### src/rtl/distance_filter.sv
// distance_filter
//   Smooths the ultrasonic driver's raw cm readings with a DEPTH-sample
//   moving average, drives a hysteretic obstacle flag from the average and
//   raises a stale flag when no usable reading has arrived for
//   TIMEOUT_CYCLES cycles. Zero readings (no echo / too close) are dropped.
//
// Ports
//   clk            system clock
//   rst            synchronous reset, active-high
//   distance_in    raw distance in cm
//   sample_valid   one-cycle strobe qualifying distance_in
//   filt_distance  registered moving average (cm), updated on every accept
//   filt_valid     one-cycle pulse once the window is full and the average updates
//   obstacle       NEAR state of the hysteresis FSM, OR'd with stale
//   stale          no accepted sample for TIMEOUT_CYCLES cycles
module distance_filter #(
  parameter int          DEPTH          = 4,
  parameter logic [7:0]  NEAR_CM        = 8'd20,
  parameter logic [7:0]  FAR_CM         = 8'd25,
  parameter logic [25:0] TIMEOUT_CYCLES = 26'd50_000_000
) (
  input  logic       clk,
  input  logic       rst,
  input  logic [7:0] distance_in,
  input  logic       sample_valid,
  output logic [7:0] filt_distance,
  output logic       filt_valid,
  output logic       obstacle,
  output logic       stale
);

  localparam int LOG2D = $clog2(DEPTH);
  localparam int SW    = 8 + LOG2D;          // DEPTH * 255 always fits
  localparam int CW    = $clog2(DEPTH + 1);

  typedef enum logic {CLEAR = 1'b0, NEAR = 1'b1} state_t;

  logic [7:0]       win_buf [DEPTH];
  logic [SW-1:0]    sum;
  logic [LOG2D-1:0] wr_ptr;
  logic [CW-1:0]    fill_cnt;
  logic [25:0]      to_cnt;
  state_t           state;

  logic             accept;
  logic             zero_strobe;
  logic [SW-1:0]    sum_next;
  logic [7:0]       avg_next;
  logic [CW-1:0]    fill_next;
  logic             full_next;
  logic [25:0]      to_next;
  logic             stale_next;
  state_t           state_next;

  assign accept      = sample_valid && (distance_in != 8'd0);
  assign zero_strobe = sample_valid && (distance_in == 8'd0);

  always_comb begin
    // Oldest entry leaves the window as the new one enters.
    sum_next  = sum - SW'(win_buf[wr_ptr]) + SW'(distance_in);
    avg_next  = 8'(sum_next >> LOG2D);
    fill_next = (fill_cnt == CW'(DEPTH)) ? fill_cnt : fill_cnt + CW'(1);
    full_next = (fill_next == CW'(DEPTH));
  end

  // Timeout counter: cleared by an accept, frozen by a rejected (zero)
  // strobe, otherwise counts up and saturates.
  always_comb begin
    to_next = to_cnt;
    if (accept)
      to_next = '0;
    else if (!zero_strobe && (to_cnt != TIMEOUT_CYCLES))
      to_next = to_cnt + 26'd1;
    stale_next = (to_next == TIMEOUT_CYCLES);
  end

  // Hysteresis is only evaluated on a full-window update; warm-up averages
  // are built from too few samples to act on.
  always_comb begin
    state_next = state;
    if (accept && full_next) begin
      case (state)
        CLEAR:   if (avg_next < NEAR_CM) state_next = NEAR;
        NEAR:    if (avg_next >= FAR_CM) state_next = CLEAR;
        default: state_next = CLEAR;
      endcase
    end
  end

  always_ff @(posedge clk) begin
    if (rst) begin
      for (int i = 0; i < DEPTH; i++) win_buf[i] <= 8'd0;
      sum           <= '0;
      wr_ptr        <= '0;
      fill_cnt      <= '0;
      to_cnt        <= '0;
      state         <= CLEAR;
      filt_distance <= 8'd0;
      filt_valid    <= 1'b0;
      obstacle      <= 1'b0;
      stale         <= 1'b0;
    end else begin
      to_cnt     <= to_next;
      stale      <= stale_next;
      state      <= state_next;
      // Stale forces the fail-safe indication without touching the FSM.
      obstacle   <= (state_next == NEAR) | stale_next;
      filt_valid <= accept && full_next;
      if (accept) begin
        win_buf[wr_ptr] <= distance_in;
        sum             <= sum_next;
        wr_ptr          <= wr_ptr + LOG2D'(1);  // DEPTH is a power of 2
        fill_cnt        <= fill_next;
        filt_distance   <= avg_next;
      end
    end
  end

endmodule

### config.mk
export PLATFORM = sky130hd
export DESIGN_NAME = distance_filter
export DESIGN_NICKNAME = d
export VERILOG_FILES = /design/src/rtl/distance_filter.sv
export SDC_FILE = /design/constraint.sdc
export NUM_CORES = 1
export LEC_CHECK = 0
export CAP_MARGIN = 20
export CORE_MARGIN = 5
export CORE_UTILIZATION = 45
export DETAILED_ROUTE_END_ITERATION = 7
export GPL_TIMING_DRIVEN = 0
export PLACE_DENSITY = 0.69
export SLEW_MARGIN = 25
export SYNTH_ARGS = -nofsm -noshare
export SYNTH_HDL_FRONTEND = slang
export SYNTH_SLANG_ARGS = --single-unit
### constraint.sdc
create_clock -name clk -period 4.8 [get_ports clk]
set_input_delay 1.44 -clock clk [delete_from_list [all_inputs] [get_ports clk]]
set_output_delay 1.44 -clock clk [all_outputs]
set_load 0.01 [all_outputs]
* Word-level counts from Yosys, hierarchy flattened
Memories as Yosys holds them, arrays and structs flattened. A register that Yosys moved wholly into a read port is not among the register bits.
Index checks and enable logic that the tools add are counted.
** Word-level totals
- Register bits :: 53
- Bits in latches :: 0
- Bits in writable memories :: 32
- Bits in read-only memories :: 0
- Input bits :: 11
- Output and inout bits :: 11
- Logic and storage cells :: 48
- Memories :: 1
** Cells by class
- $add $sub $neg :: 5
- $mul :: 0
- Divide/modulo/power cells :: 0
- Magnitude comparators :: 2
- Equal/unequal tests :: 4
- Shift-type cells :: 0
- Multiplexer cells :: 17
- Bitwise logic cells :: 2
- Reductions and logical operators :: 8
** Memory list
- win_buf :: depth 4, width 8, rd ports 1, clocked after Yosys merged registers in 1, write ports 4, line 38 : logic [7:0] win_buf [DEPTH];
** Operators by type and width (count)
- $mux 26 :: 2
- $add 26x1->26 const B :: 1
- $eq 26x26->1 const B :: 1
- $ne 26x26->1 const B :: 1
- $add 10x8->10 :: 1
- $sub 10x8->10 :: 1
- $mux 1 :: 9
- $ge 8x5->1 const B :: 1
- $logic_not 8->1 :: 1
- $lt 8x5->1 const B :: 1
- $mux 8 :: 1
- $reduce_bool 8->1 :: 1
- $reduce_or 8->1 :: 1
- $eq 3x3->1 const B :: 2
- $mux 2 :: 3
- $logic_and 1x1->1 :: 4
- $add 3x1->3 const B :: 1
- $mux 3 :: 1
- $add 2x1->2 const B :: 1
- $pmux 1 s2 :: 1
- $logic_not 1->1 :: 1
- $not 1->1 :: 1
- $or 1x1->1 :: 1

* Logic depth before layout (Yosys ltp)
- Word-level depth :: 8
- Depth in mapped cells :: 13
- Depth with buffers taken out :: 12

* Least setup slack after synthesis
OpenSTA, ideal clock, no wires.
- Path kind :: input to register
- Start :: input distance_in[1]
- End :: register obstacle
- Data arrival time :: 3.901 ns
- Required time :: 4.672 ns
- Path slack :: 0.771 ns
- Stages :: 11
- Buffers on the path :: 0
- Cells stage by stage :: inv_1 fa_1 inv_1 ha_1 a211oi_1 o21bai_1 a2111oi_0 o21ai_0 and3_2 a31oi_1 o31ai_2
** Between the ends
- Longest elaborated chain between the ends :: 8
** Ends and longest elaborated chain
- start, declared :: line 24 : input logic [7:0] distance_in,
- branches (longest 7 deep; another with $add 10x8->10)
- $or 1x1->1 (*) :: line 107 : obstacle <= (state_next == NEAR) | stale_next;
- end signal, assigned :: line 107
- end, declared :: line 28 : output logic obstacle,
Mark *: on every way between the ends.
A chain may end at the register's enable or synchronous reset.

* Final worst setup path
Same ends and word-level chain as after synthesis.

==> results by group <==
Global route
  – GRT Residual Overflow: 0
  – Initial antenna violation count: 0
  – GRT met3 Usage: 0.0311
  – Busiest layer in global routing: met2
  – First-pass GRT wire length: 16.3 mm
  – Met1 Track Usage GR: 0.238
  – Pin count of the biggest net entering global routing: 16
  – Grt met2 use: 0.289
  – Vias in the first global route: 3371
  – Total GRT Usage: 0.177

Placement
  – Detail Placement HPWL: 7.06 mm
  – Pre-CTS setup slack: -0.426 ns
  – Gpl congestion: 0.877
  – Port Buffers: 19

Critical path
  – Crit path required time: 5.09 ns
  – Reg2Reg Setup Slack: 0.52 ns
  – Cells along the critical path: clkdlybuf4s50_1 > inv_1 > fa_1 > inv_1 > fa_1 > a211oi_1 > o21bai_1 > a2111o_1 > a21o_1 > a221oi_1 > a31oi_1 > o31ai_2
  – Crit path buffers/inverters: 3
  – Critical path origin: distance_in[1]
  – R2R cell count: 12
  – Crit path largest cell delay: 0.63 ns
  – Cell family with most CP delay: compound AO/OA/AOI/OAI gates
  – R2R Path End: obstacle
  – Slowest-stage cell, CP: clkdlybuf4s50_1
  – Worst Path Arrival: 4.89 ns
  – Worst setup path category: in -> reg
  – Startpoint Class: primary input
  – Worst Setup End Kind: flip-flop
  – Worst Path Max Fanout: 5

Hold path
  – Worst hold endpoint: sum[0]
  – WHS Path Cells: 2
  – Worst Min Path Start: sum[0]
  – Type of the tightest min-delay check: reg -> reg

Power and ir drop
  – Static leakage: 0.00192 µW
  – PwrDens: 428 nW/µm²
  – VDD IR-drop max: 168 µV

Finish
  – Area Overhead vs Synth: 13.4%
  – Share of layout cells above drive strength 1: 0.116
  – Nets: 530
  – Final Core Density: 0.519
  – Fill count: 900
  – # diodes: 0

Synthesis
  – Mapped Cells: 467
  – Synthesized Nets: 500
  – Synth top area share: 0.216
  – Count leader, synth: nor2_1
  – Top_reg_cell synth: dfxtp_1
  – Async S/R FF share, synth: 0
  – Mean post-synth cell area: 9.54 µm²
  – Post-synth EDFFs: 32
  – Distinct cells, synth: 68
  – Post-synthesis sequential area ratio: 0.427
  – Post-synth top area cell: edfxtp_1
  – Main area contributors after synthesis: edfxtp_1 (22%), dfxtp_1 (21%), nor2_1 (4.9%), inv_1 (4.1%), mux4_2 (4.0%)
  – Top post-synthesis cells by count: nor2_1 (58), inv_1 (49), dfxtp_1 (47)
  – Warnings from Yosys: 0
  – Synthesized flop and latch total: 79
  – Mapped Area: 4450 µm²

Die
  – Die ar.: 12000 µm²
  – Ports: 22
  – Die height: 109 µm
  – FP Rows: 36
  – CORE AREA: 9730 µm²
  – Starting density of the core: 0.458
  – Chip width: 109 µm

Clock tree
  – Clock slew at reported path FFs: 0.09 ns
  – H-tree depth: 3
  – CTS sink cnt: 79
  – CTS Buf Count: 9
  – Clock Latency Late Sink: 0.37 ns
  – CTS tree: done
  – CTS Root Cell: clkbuf_8
  – Setup repair bufs after CTS: 0
  – Clock buffer depth: 2

Detailed routing
  – Via density: 5.31
  – Drc violations: 0
  – Post-route ant nets: 0
  – Detailed-route via count: 3375
  – DR WL/cell: 15.5 µm
  – Total Wirelength: 9.86 mm
  – 1st-iter DRT viols: 248
  – Drt first pass iters: 5

STA
  – Final worst-path cycle share: 0.957
  – Setup ws final: 0.204 ns
  – Final setup vio count: 0
  – RSZ-0062 raised after global routing: false
  – Slew headroom: 0.310
  – Final hold vios: 0
  – Minimum clock period: 4.60 ns
  – Clock Skew: 0.00851 ns
  – Worst slew pin tran: 1.03 ns
  – Fin. max-slew vios: 0
  – Highest Clock Rate: 0.218 GHz

Status
  – Status: finished, final reports clean

Run
  – Maximum Capacitance Violations: 0
-- metrics by stage --
step	hold slack, ns	TNS [ns]	power, µW	instances	area (µm²)
after global routing	0.509	0	2300	635	5050
after detailed placement	0.460	-1.15	1580	619	4820
after CTS	0.472	0	2160	635	5040
final	0.468	0	2160	635	5050
after global placement	0.445	-0.749	1560	619	4810
after floorplan	0.436	0	1380	467	4450
-- power breakdown --
group	total, µW	internal (µW)	switching [µW]
Combinational	796	371	425
Clock	572	298	274
Sequential	791	754	36.3
-- what timing repair did --
| action | in CTS | in global routing |
|---|---|---|
| gates resized for setup | 1 | 1 |
| hold buffers | 0 | 0 |
| endpoints found under the setup margin | 2 | 2 |
-- metal layers --
metal | wire (µm) | up-vias | part of all wire
met5 | 0 | - | 0
met4 | 132 | 0 | 0.013
met3 | 553 | 10 | 0.056
met2 | 4760 | 102 | 0.48
met1 | 4420 | 1599 | 0.45
li1 | - | 1664 | -
-- cell type report --
cell class	instances	area, µm²	area share
tap	133	166	0.0330
clock inverter	7	103	0.0203
buffer	27	160	0.0317
sequential	79	1900	0.377
multi-input combinational	312	2220	0.440
inverter	49	184	0.0364
timing repair buffer	19	190	0.0377
clock buffer	9	124	0.0245
-- worst max path at each step --
stage | slack, ns | to | cells after the start
after floorplan | 0.77 | obstacle | 11
after CTS | 0.10 | obstacle | 12
after detailed placement | -0.43 | obstacle | 12
after global placement | -0.33 | obstacle | 12
after global routing | 0.05 | obstacle | 12
final | 0.20 | obstacle | 12
-- worst reg2reg max path: stages, from the launching register on --
cell and delay, ns:
dfxtp_1 0.32, clkbuf_1 0.58, mux4_2 0.63, fa_1 0.50, inv_1 0.07, fa_1 0.48, a211oi_1 0.26, o21bai_1 0.13
a2111o_1 0.44, a21o_1 0.18, a221oi_1 0.33, a31oi_1 0.20, o31ai_2 0.09
-- cells in the final DEF, fill, tap and decap left out, types with 3 or more instances in the layout --
master           Yosys  routed
mux4_2               8       8
clkdlybuf4s50_1      0      19
dfxtp_1             47      47
ha_1                14      14
xnor2_1             16      16
nand4_1              5       5
nor2_1              58      58
xor2_1              17      17
clkbuf_8             0       9
fa_1                 8       8
nand2_1             44      44
and2_1              11      11
edfxtp_1            32      32
o21ai_0             11      11
and4_1               4       4
o21bai_1             5       5
buf_1                3       3
nand3_1             12      12
buf_4                8       8
a21o_1               3       3
or3_1                4       4
nor3_1               9       9
a21oi_1             19      19
a211oi_1             6       6
clkbuf_1            11      11
o21a_1               3       3
and3_1               4       4
nand2b_1             4       4
inv_1               49      49
-- sequential cells by signal (all words and copies together), names as in the netlist, named ones only --
| name | cells |
|---|---|
| state | 1 |
| sum | 2 |
| wr_ptr | 2 |
| stale | 1 |
| filt_valid | 1 |
| to_cnt | 26 |
| obstacle | 1 |
| filt_distance | 8 |
| fill_cnt | 3 |
| win_buf | 32 |
-- kinds of logic (layout without fill, tap and decap cells) --
family | Yosys count | in the layout | share of synthesized area
xor gates and xnor gates | 33 | 33 | 0.0649
adders and majority gates | 22 | 22 | 0.0753
AOI/OAI and AO/OA | 72 | 72 | 0.115
DFF | 79 | 79 | 0.427
muxes | 10 | 10 | 0.0452
and+or+nand+nor | 175 | 175 | 0.196
buffers and inverters | 76 | 111 | 0.0773
Power figures use the tool's default switching activity.
